## config.mk

```make
export PLATFORM = sky130hd
export DESIGN_NAME = div_32x16
export DESIGN_NICKNAME = d
export VERILOG_FILES = /design/src/rtl/div_32x16.sv
export SDC_FILE = /design/constraint.sdc
export NUM_CORES = 1
export LEC_CHECK = 0
export CAP_MARGIN = 20
export CORE_MARGIN = 2
export CORE_UTILIZATION = 50
export CTS_BUF_LIST = sky130_fd_sc_hd__clkbuf_2
export DETAILED_ROUTE_END_ITERATION = 10
export PLACE_DENSITY = 0.79
export SLEW_MARGIN = 20
export SYNTH_ARGS = -nofsm -noshare
export SYNTH_HDL_FRONTEND = slang
export SYNTH_SLANG_ARGS = --single-unit
```

## constraint.sdc

```tcl
create_clock -name clk -period 2.15 [get_ports clk]
set_input_delay 0.43 -clock clk [delete_from_list [all_inputs] [get_ports clk]]
set_output_delay 0.43 -clock clk [all_outputs]
set_load 0.01 [all_outputs]
```

## src/rtl/div_32x16.sv

```systemverilog
// Sequential restoring divider: 32-bit unsigned dividend by 16-bit unsigned divisor.
// One quotient bit per clock, 33 clocks per result; divide-by-zero completes in 1 clock.
module div_32x16 #(
   parameter int DATA_W = 32,
   parameter int COEF_W = 16,
   parameter int STAGES = DATA_W
) (
   input  logic              clk,
   input  logic              reset,
   input  logic              start,
   input  logic [DATA_W-1:0] dividend,
   input  logic [COEF_W-1:0] divisor,
   output logic [DATA_W-1:0] quotient,
   output logic [COEF_W-1:0] remainder,
   output logic              div_zero,
   output logic              busy,
   output logic              done
);

   localparam int CNT_W = (STAGES > 1) ? $clog2(STAGES) : 1;
   localparam logic [CNT_W-1:0] LAST = CNT_W'(STAGES - 1);

   typedef enum logic [1:0] {IDLE, CALC, FINISH} state_t;

   state_t            state, state_nxt;
   logic [CNT_W-1:0]  cnt;
   logic [DATA_W-1:0] q;
   logic [COEF_W:0]   r;
   logic [COEF_W-1:0] dvs;
   logic              zflag;

   logic              load, iter, fin;
   logic [COEF_W:0]   t, diff;
   logic              ge;

   // The partial remainder is always below the divisor, so its top bit stays clear.
   logic              unused_r_msb;
   assign unused_r_msb = r[COEF_W];

   always_ff @(posedge clk or negedge reset) begin
      if (!reset) state <= IDLE;
      else        state <= state_nxt;
   end

   always_comb begin
      state_nxt = state;
      case (state)
         IDLE:    if (start) state_nxt = (divisor == '0) ? FINISH : CALC;
         CALC:    if (cnt == LAST) state_nxt = FINISH;
         FINISH:  state_nxt = IDLE;
         default: state_nxt = IDLE;
      endcase
   end

   always_comb begin
      load = 1'b0;
      iter = 1'b0;
      fin  = 1'b0;
      case (state)
         IDLE:    load = start;
         CALC:    iter = 1'b1;
         FINISH:  fin  = 1'b1;
         default: ;
      endcase
   end

   assign t    = {r[COEF_W-1:0], q[DATA_W-1]};
   assign ge   = (t >= {1'b0, dvs});
   assign diff = t - {1'b0, dvs};

   always_ff @(posedge clk or negedge reset) begin
      if (!reset) begin
         cnt       <= '0;
         q         <= '0;
         r         <= '0;
         dvs       <= '0;
         zflag     <= 1'b0;
         quotient  <= '0;
         remainder <= '0;
         div_zero  <= 1'b0;
         busy      <= 1'b0;
         done      <= 1'b0;
      end else begin
         done <= fin;
         if (load) begin
            cnt   <= '0;
            q     <= dividend;
            r     <= '0;
            dvs   <= divisor;
            zflag <= (divisor == '0);
            busy  <= 1'b1;
         end
         if (iter) begin
            cnt <= cnt + 1'b1;
            q   <= {q[DATA_W-2:0], ge};
            r   <= ge ? diff : t;
         end
         // On divide-by-zero q still holds the untouched dividend.
         if (fin) begin
            quotient  <= zflag ? '1 : q;
            remainder <= zflag ? q[COEF_W-1:0] : r[COEF_W-1:0];
            div_zero  <= zflag;
            busy      <= 1'b0;
         end
      end
   end

endmodule

```

* Word level (Yosys, flattened, before mapping)
Cells that the tools add are included.
Storage, ports and cells: register bits 123, word-level logic and storage cells 42, input bits 51
Operators by class: $lt $le $gt $ge 1, eq/ne operators 5, reduce and logical (&&, ||, !) cells 5, muxes and demuxes 18, $add $sub $neg 2
Operators by type and width (number):
- 2-to-1 mux 32 bit | 3
- 2-to-1 mux 16 bit | 4
- >= comparator 17 x 16 -> 1 bit | 1
- logical NOT 16 bit | 1
- subtractor 16 bit | 1
- 2-to-1 mux 5 bit | 2
- 2-to-1 mux 2 bit | 3
- adder 5 x 1 -> 5 bit (second input constant) | 1
- equality test 5 bit (second input constant) | 1
- 2-to-1 mux 1 bit | 5
- != test 2 bit (second input constant) | 2
- case mux 2 bit (2 select lines) | 1
- nonzero test 2 bit | 2
- equality test 2 x 1 -> 1 bit (second input constant) | 1
- equality test 2 bit (second input constant) | 1
- logical NOT 2 bit | 1
- AND reduction 2 bit | 1

* Longest topological paths before layout
Gate-level depths: netlist of run 1.
depth after elaboration 4, depth in mapped cells 10

* Worst setup path after synthesis of run 1
Ideal clock, no wire load.
path kind reg-to-reg, from register r[11], to register r[13], library setup time 0.087 ns, period minus slack after synthesis 2.060 ns, data required time 2.063 ns, stages on the path, launching flop included 9, slack 0.090 ns, arrival time 1.974 ns, cell sequence dfrtp_1 > ha_1 > buf_4 > nand2_1 > o21ai_0 > mux2i_1 > o31ai_1 > or3_1 > o211ai_1
Between the ends: cells in the longest elaborated chain, start to end 3
Ends and longest elaborated chain:
- start: declaration | line 28 | logic [COEF_W:0] r;
- start signal: assignment | line 96 | r <= ge ? diff : t;
- subtractor 16 bit / >= comparator 17 x 16 -> 1 bit (equally long branches) | line 69, 68
- 2-to-1 mux 16 bit * | line 96
- 2-to-1 mux 16 bit * | line 93 | if (iter) begin
Every way passes the cells marked *; elsewhere a longest branch is shown, timed or not. A chain may end at the register's enable or synchronous reset.

* Worst setup path in the final report of run 1
from register r[3], to register r[15]
The elaborated chain is that of the path after synthesis.

==> results of run 1 <==
-- Yosys cell counts (2+ instances only) --
library cell / n
a211oi_1: 2
a21o_1: 3
a21oi_1: 14
a21oi_2: 2
a22oi_1: 12
a32oi_1: 3
and3_1: 2
buf_1: 4
buf_2: 3
buf_4: 2
clkbuf_1: 33
dfrtp_1: 123
ha_1: 18
inv_1: 18
mux2i_1: 23
nand2_1: 114
nand2b_1: 9
nand3_1: 22
nand4_1: 5
nor2_1: 92
nor2b_1: 3
nor3_1: 4
nor4_1: 6
o2111ai_1: 2
o211ai_1: 8
o21ai_0: 83
o21ai_1: 3
o22ai_1: 23
or3_1: 4
xnor2_1: 11
-- per-stage QoR --
stage          hold WS, ns  utilization
6_report             0.220        0.692
4_1_cts              0.222        0.674
5_1_grt              0.199        0.692
3_5_place_dp         0.431        0.645
2_1_floorplan        0.134            -
3_3_place_gp         0.424        0.645
-- registers in the layout (all words and copies together), names as in the netlist --
| register | flops |
|---|---|
| remainder | 16 |
| done | 1 |
| zflag | 1 |
| q | 32 |
| busy | 1 |
| dvs | 16 |
| quotient | 32 |
| r | 16 |
| state | 2 |
| cnt | 5 |
| div_zero | 1 |
-- layer usage --
metal / part of all wire / GRT usage / up-vias
met1: 0.45 / 0.347 / 2639
met3: 0.053 / 0.0487 / 17
met5: 0 / 0 / -
li1: - / - / 2642
met4: 0.013 / 0.0724 / 0
met2: 0.48 / 0.418 / 169
-- power by group through the flow --
| stage | combinational, mW | clock, mW | sequential (mW) |
|---|---|---|---|
| 3_3_place_gp | 6.90 | 0 | 3.71 |
| 3_5_place_dp | 7.07 | 0 | 3.75 |
| 6_report | 7.90 | 1.69 | 3.77 |
| 2_1_floorplan | 4.49 | 0 | 3.67 |
| 5_1_grt | 8.73 | 1.82 | 3.86 |
| 4_1_cts | 7.33 | 1.70 | 3.71 |
-- final timing paths --
check	start	slack [ns]	cells past startpoint	to
setup / recovery	r[3]	0.01	8	r[15]
hold / removal	reset	0.22	2	div_zero
hold reg to reg	quotient[9]	0.51	2	quotient[9]
min in group clk	divisor[6]	0.32	3	dvs[6]
max in group asynchronous	reset	1.20	3	quotient[1]
setup reg to reg	r[3]	0.01	8	r[15]
-- worst reg2reg max path: stages, from the launching register on --
cell and delay (ns):
dfrtp_1 0.46, ha_4 0.31, nand2_4 0.07, a211oi_4 0.32, o311ai_4 0.16, buf_4 0.16, a31o_4 0.24, a211o_1 0.23
o21ai_1 0.13
-- final cells by class --
cell class,instances,area (µm²),share of cell area
clock buffer,17,85.1,0.0103
clock inverter,15,196,0.0238
inverter,18,67.6,0.00819
multi-input combinational,485,2940,0.357
sequential,123,3080,0.373
tap,147,184,0.0223
timing repair buffer,184,1690,0.205
-- kinds of logic (layout without fill, tap and decap cells) --
family,count (synthesis),in the layout,synth area share
AOI/OAI and AO/OA,167,167,0.173
buffers and inverters,61,234,0.0409
and+or+nand+nor,265,265,0.185
muxes,23,23,0.0380
DFF,123,123,0.508
adders and majority gates,19,19,0.0405
xor gates and xnor gates,11,11,0.0159
-- repair_timing --
item,CTS,global route
endpoints found under the hold margin,34,0
resized for setup,10,32
buffers inserted,2,6
pin swaps,2,15
endpoints found under the setup margin,16,22
hold buffers,1,0
==> impl_results.md, run 1 <==
- Sw power: between 5 and 6 mW
- Post-placement setup slack: -0.0852 ns
- Yosys top cell area share: 0.508
- Reg power frac: 0.282
- DR vias/cell: 5.53
- Dpl hpwl: between 10000 and 15000 µm
- Max-cap violations: 0
- Sequential-to-total area share from yosys stat: 0.508
- Max Slew Vio Count: 0
- Nets: roughly 900
- Largest cells by area after synthesis: dfrtp_1, nand2_1, o21ai_0
- Synthesized area per cell: 9.06 µm²
- Leakage Power: about 3.7 nW
- Layout Area Growth over Synthesis: 36.0%
- Commonest non-fill, non-tap cells in the layout: dfrtp_1, nand2_1, clkdlybuf4s50_1, nor2_1, o21ai_0
- Antenna violations before repair: 0
- CP max stage cell: dfrtp_1
- Clock-pin slew on the worst setup and hold paths: 0.20 ns
- Sw Share: 0.415
- CTS tree: built
- Commonest non-fill, non-tap cell in the layout: dfrtp_1
- Clock root cell: clkbuf_2
- Starting Density: 0.509
- Core ar.: between 10000 and 15000 µm²
- Routed Antenna Nets: 0
- Unrepaired setup endpoints after global routing: yes
- Relative slew slack: 0.482
- Asr flop ratio synth: 1.00
- Setup tns final: 0 ns
- Final WS setup: 0.0102 ns
- Buffers plus inverters on the worst setup path: 1
- Largest net degree at the start of global routing: between 50 and 60
- Fillers: approximately 970
- CP startpoint kind: flop
- Design Area, Final: between 8000 and 9000 µm²
- Max Freq: about 0.47 GHz
- Initial DRC count: between 400 and 500
- Gr ovfl total: 0
- Final wirelength: 16000 µm
- Setup Viol. Count Final: 0
- Overall routing resource usage: 0.254
- Bufs on Longest Clock Path: 2
- WP data required: roughly 2.8 ns
- DR pass1 iterations: 5
- Synthesized instance count: between 600 and 700
- Internal power: a little under 8 mW
- Number of cell rows: 40
- H-tree levels: 4
- Number of synthesized flops with an enable pin: 0
- Largest area contributor in the netlist: dfrtp_1
- Total power: 13.4 mW
- Slowest Stage Delay on Critical Path: between 0.4 and 0.5 ns
- Drt wl/cell: ~16 µm
- HP Class: input pin to async pin
- Die H: 114 µm
- Number of global-route vias before repair: 5435
- First-pass GRT wire length: ~26000 µm
- Layout Cells excl Fill: 989
- GP Congestion: just under 0.9
- Critical path cell sequence: ha_4 -> nand2_4 -> a211oi_4 -> o311ai_4 -> buf_4 -> a31o_4 -> a211o_1 -> o21ai_1
- CTS sink cnt: between 100 and 150
- Setup crit end kind: flop
- Clock Skew: between 0.02 and 0.025 ns
- FF+latch count, synth: ~120
- CP Max Fanout: 6
- Final Cycle Share: 0.995
- Dpl cells: between 900 and 1000
- Share of cells above drive strength 1: 0.184
- WP data arrival: about 2.8 ns
- Via count: between 5000 and 6000
- Setup CP Type: flop to flop
- Cts bufs inserted: 17
- Pwr/cell area: around 1600 nW/µm²
- Peak supply drop: 837 µV
- Mapped cell area: ~6000 µm²
- Family with the most delay on the worst path: compound AO/OA/AOI/OAI gates
- DP Area: approximately 7700 µm²
- Post-Synthesis Net Count: 739
- Die W: between 100 and 150 µm
- Die ar.: between 10000 and 15000 µm²
- Clock share of power: 0.126
- Final min period: 2.14 ns
- Ys flop type: dfrtp_1
- Unique cell type count in the Yosys netlist: between 40 and 50
- Clock Latency Late Sink: between 0.6 and 0.7 ns
- Synth warn: 0
- # DRC: 0
- Port buffer count: 101
- Least-Margin Pin Slew: between 0.7 and 0.8 ns
- ANT cells: 0
- Final hold vios: 0
- Comb pwr share: 0.592
- Status: completed
- I/O Pins: between 100 and 150
Note: power is estimated with default switching activity, not from simulation.
==> inputs of run 2 (changes only) <==
CORE_UTILIZATION = 25   (was 50)
PLACE_DENSITY = unset   (was 0.79)
==> impl_results.md, run 2 (synthesis results as in run 1) <==
- Worst R2R Path Depth: 8 (unchanged)
- WP data arrival: 2.69 ns (was 2.75 ns)
- Starting Density: 0.257 (was 0.509)
- Overall routing resource usage: 0.137 (was 0.254)
- CTS sink cnt: 123 (unchanged)
- Final Cycle Share: 0.978 (was 0.995)
- Setup CP Type: flop to flop (unchanged)
- ANT cells: 0 (unchanged)
- Commonest non-fill, non-tap cell in the layout: dfrtp_1 (unchanged)
- Routed Antenna Nets: 0 (unchanged)
- Share of cells above drive strength 1: 0.201 (was 0.184)
- Number of global-route vias before repair: 5127 (was 5435)
- WP data required: 2.74 ns (was 2.77 ns)
- Peak supply drop: 573 µV (was 837 µV)
- Clock Latency Late Sink: 0.68 ns (about the same)
- Bufs on Longest Clock Path: 2 (unchanged)
- Least-Margin Pin Slew: 0.571 ns (was 0.777 ns)
- # DRC: 0 (unchanged)
- HP Class: input pin to async pin (unchanged)
- DR vias/cell: 4.60 (was 5.53)
- CTS tree: built (unchanged)
- Number of cell rows: 56 (was 40)
- Status: completed (unchanged)
- Die H: 160 µm (was 114 µm)
- Via count: 5383 (was 5467)
- Max Freq: 0.476 GHz (was 0.467 GHz)
- Clock root cell: clkbuf_2 (unchanged)
- Nets: 908 (was 899)
- Dpl hpwl: 12500 µm (was 11700 µm)
- Max-cap violations: 0 (unchanged)
- Port buffer count: 101 (unchanged)
- Final hold vios: 0 (unchanged)
- Setup crit end kind: flop (unchanged)
- Final min period: 2.10 ns (was 2.14 ns)
- First-pass GRT wire length: 27600 µm (was 26200 µm)
- Post-placement setup slack: -0.119 ns (was -0.0852 ns)
- Largest net degree at the start of global routing: 52 (was 56)
- Drt wl/cell: 15.1 µm (was 16.2 µm)
- Top Registers: q: 32 flops, quotient: 32 flops (unchanged)
- CP Max Fanout: 3 (was 6)
- Layout Area Growth over Synthesis: 41.2% (was 36.0%)
- Setup Viol. Count Final: 0 (unchanged)
- Reg2reg end: r[15] (unchanged)
- Max Slew Vio Count: 0 (unchanged)
- Total power: 12.9 mW (was 13.4 mW)
- Relative slew slack: 0.619 (was 0.482)
- Leakage Power: 4.14 nW (was 3.67 nW)
- Final WS setup: 0.0471 ns (was 0.0102 ns)
- RR Startpoint: r[0] (was r[3])
- Pwr/cell area: 1510 nW/µm² (was 1620 nW/µm²)
- Core ar.: 23600 µm² (was 11900 µm²)
- Die ar.: 25500 µm² (was 13000 µm²)
- Gr ovfl total: 0 (unchanged)
- Final wirelength: 17700 µm (was 16000 µm)
- Initial DRC count: 284 (was 465)
- Clock Skew: 0.0341 ns (was 0.0224 ns)
- Commonest non-fill, non-tap cells in the layout: dfrtp_1, nand2_1, nor2_1, buf_4, o21ai_0 (was dfrtp_1, nand2_1, clkdlybuf4s50_1, nor2_1, o21ai_0)
- Die W: 160 µm (was 114 µm)
- CP startpoint kind: flop (unchanged)
- Antenna violations before repair: 0 (unchanged)
- DR pass1 iterations: 4 (was 5)
- Flop-to-flop setup slack: 0.05 ns (was 0.01 ns)
- Cts bufs inserted: 17 (unchanged)
- Unrepaired setup endpoints after global routing: yes (unchanged)
- GP Congestion: 0.897 (was 0.877)
- Clock-pin slew on the worst setup and hold paths: 0.20 ns (about the same)
- I/O Pins: 102 (unchanged)
- H-tree levels: 4 (unchanged)
- Setup tns final: 0 ns (unchanged)
-- run 2: cell count changes in the layout (fill, tap and decap cells not counted), sizes merged --
| cell | before | now |
|---|---|---|
| clkdlybuf4s50 | 94 | 51 |
| dlymetal6s2s | 6 | 31 |
| dlygate4sd2 | 0 | 18 |
| buf | 83 | 92 |
| bufinv | 4 | 1 |
| clkbuf | 17 | 20 |
| inv | 21 | 19 |
| clkinv | 5 | 6 |
| clkinvlp | 3 | 4 |
-- run 2: what timing repair did --
| action | 4_1_cts | 5_1_grt |
|---|---|---|
| resized for setup | 21 | 70 |
| buffers inserted | 5 | 21 |
| hold endpoints to repair | 36 | 0 |
| setup endpoints to repair | 28 | 48 |
| hold buffers | 1 | 0 |
| pin swaps | 0 | 16 |
-- run 2: final cells by class --
cell class	instances	area [µm²]
inverters	18	67.6
flip-flops and latches	123	3080
clock buffers	20	100
multi-input cells	485	2980
well taps	319	399
fillers	2404	15100
clock inverters	12	100
repair buffers	193	1830
-- run 2: how the worst max path moves through the flow --
stage          slack, ns  cells past startpoint  startpoint  endpoint
5_1_grt            -0.05                      8        r[7]     r[15]
3_3_place_gp       -0.11                      9       q[31]     r[14]
4_1_cts            -0.03                      9       q[31]     r[14]
6_report            0.05                      8        r[0]     r[15]
2_1_floorplan       0.09                      8       r[11]     r[13]
3_5_place_dp       -0.12                      9       q[31]     r[14]
-- run 2: critical path: stages (launching register included) --
cell      delay (ns)
dfrtp_1         0.47
ha_4            0.31
nand2b_4        0.06
a211oi_4        0.30
o311ai_4        0.14
buf_4           0.16
a31o_4          0.24
a211o_1         0.23
o21ai_1         0.12
-- run 2: metal layers --
metal	GRT usage	vias up	part of all wire
met5	0	-	0
met4	0.0380	0	0.0056
met3	0.0379	6	0.061
met2	0.202	136	0.44
met1	0.195	2575	0.49
li1	-	2666	-
-- run 2: report_power, final --
group | internal (mW) | switching (mW) | total [mW]
sequential | 3.12 | 0.644 | 3.77
combinational | 3.90 | 3.94 | 7.84
clock | 0.419 | 0.903 | 1.32
-- run 2: through the flow --
step           instances  utilization  cell area (µm²)  hold WS, ns
2_1_floorplan        669            -             6060        0.134
3_3_place_gp        1111        0.333             7860        0.463
4_1_cts             1149        0.343             8100        0.178
6_report            1170        0.362             8560        0.261
3_5_place_dp        1111        0.333             7860        0.466
5_1_grt             1170        0.362             8560        0.197
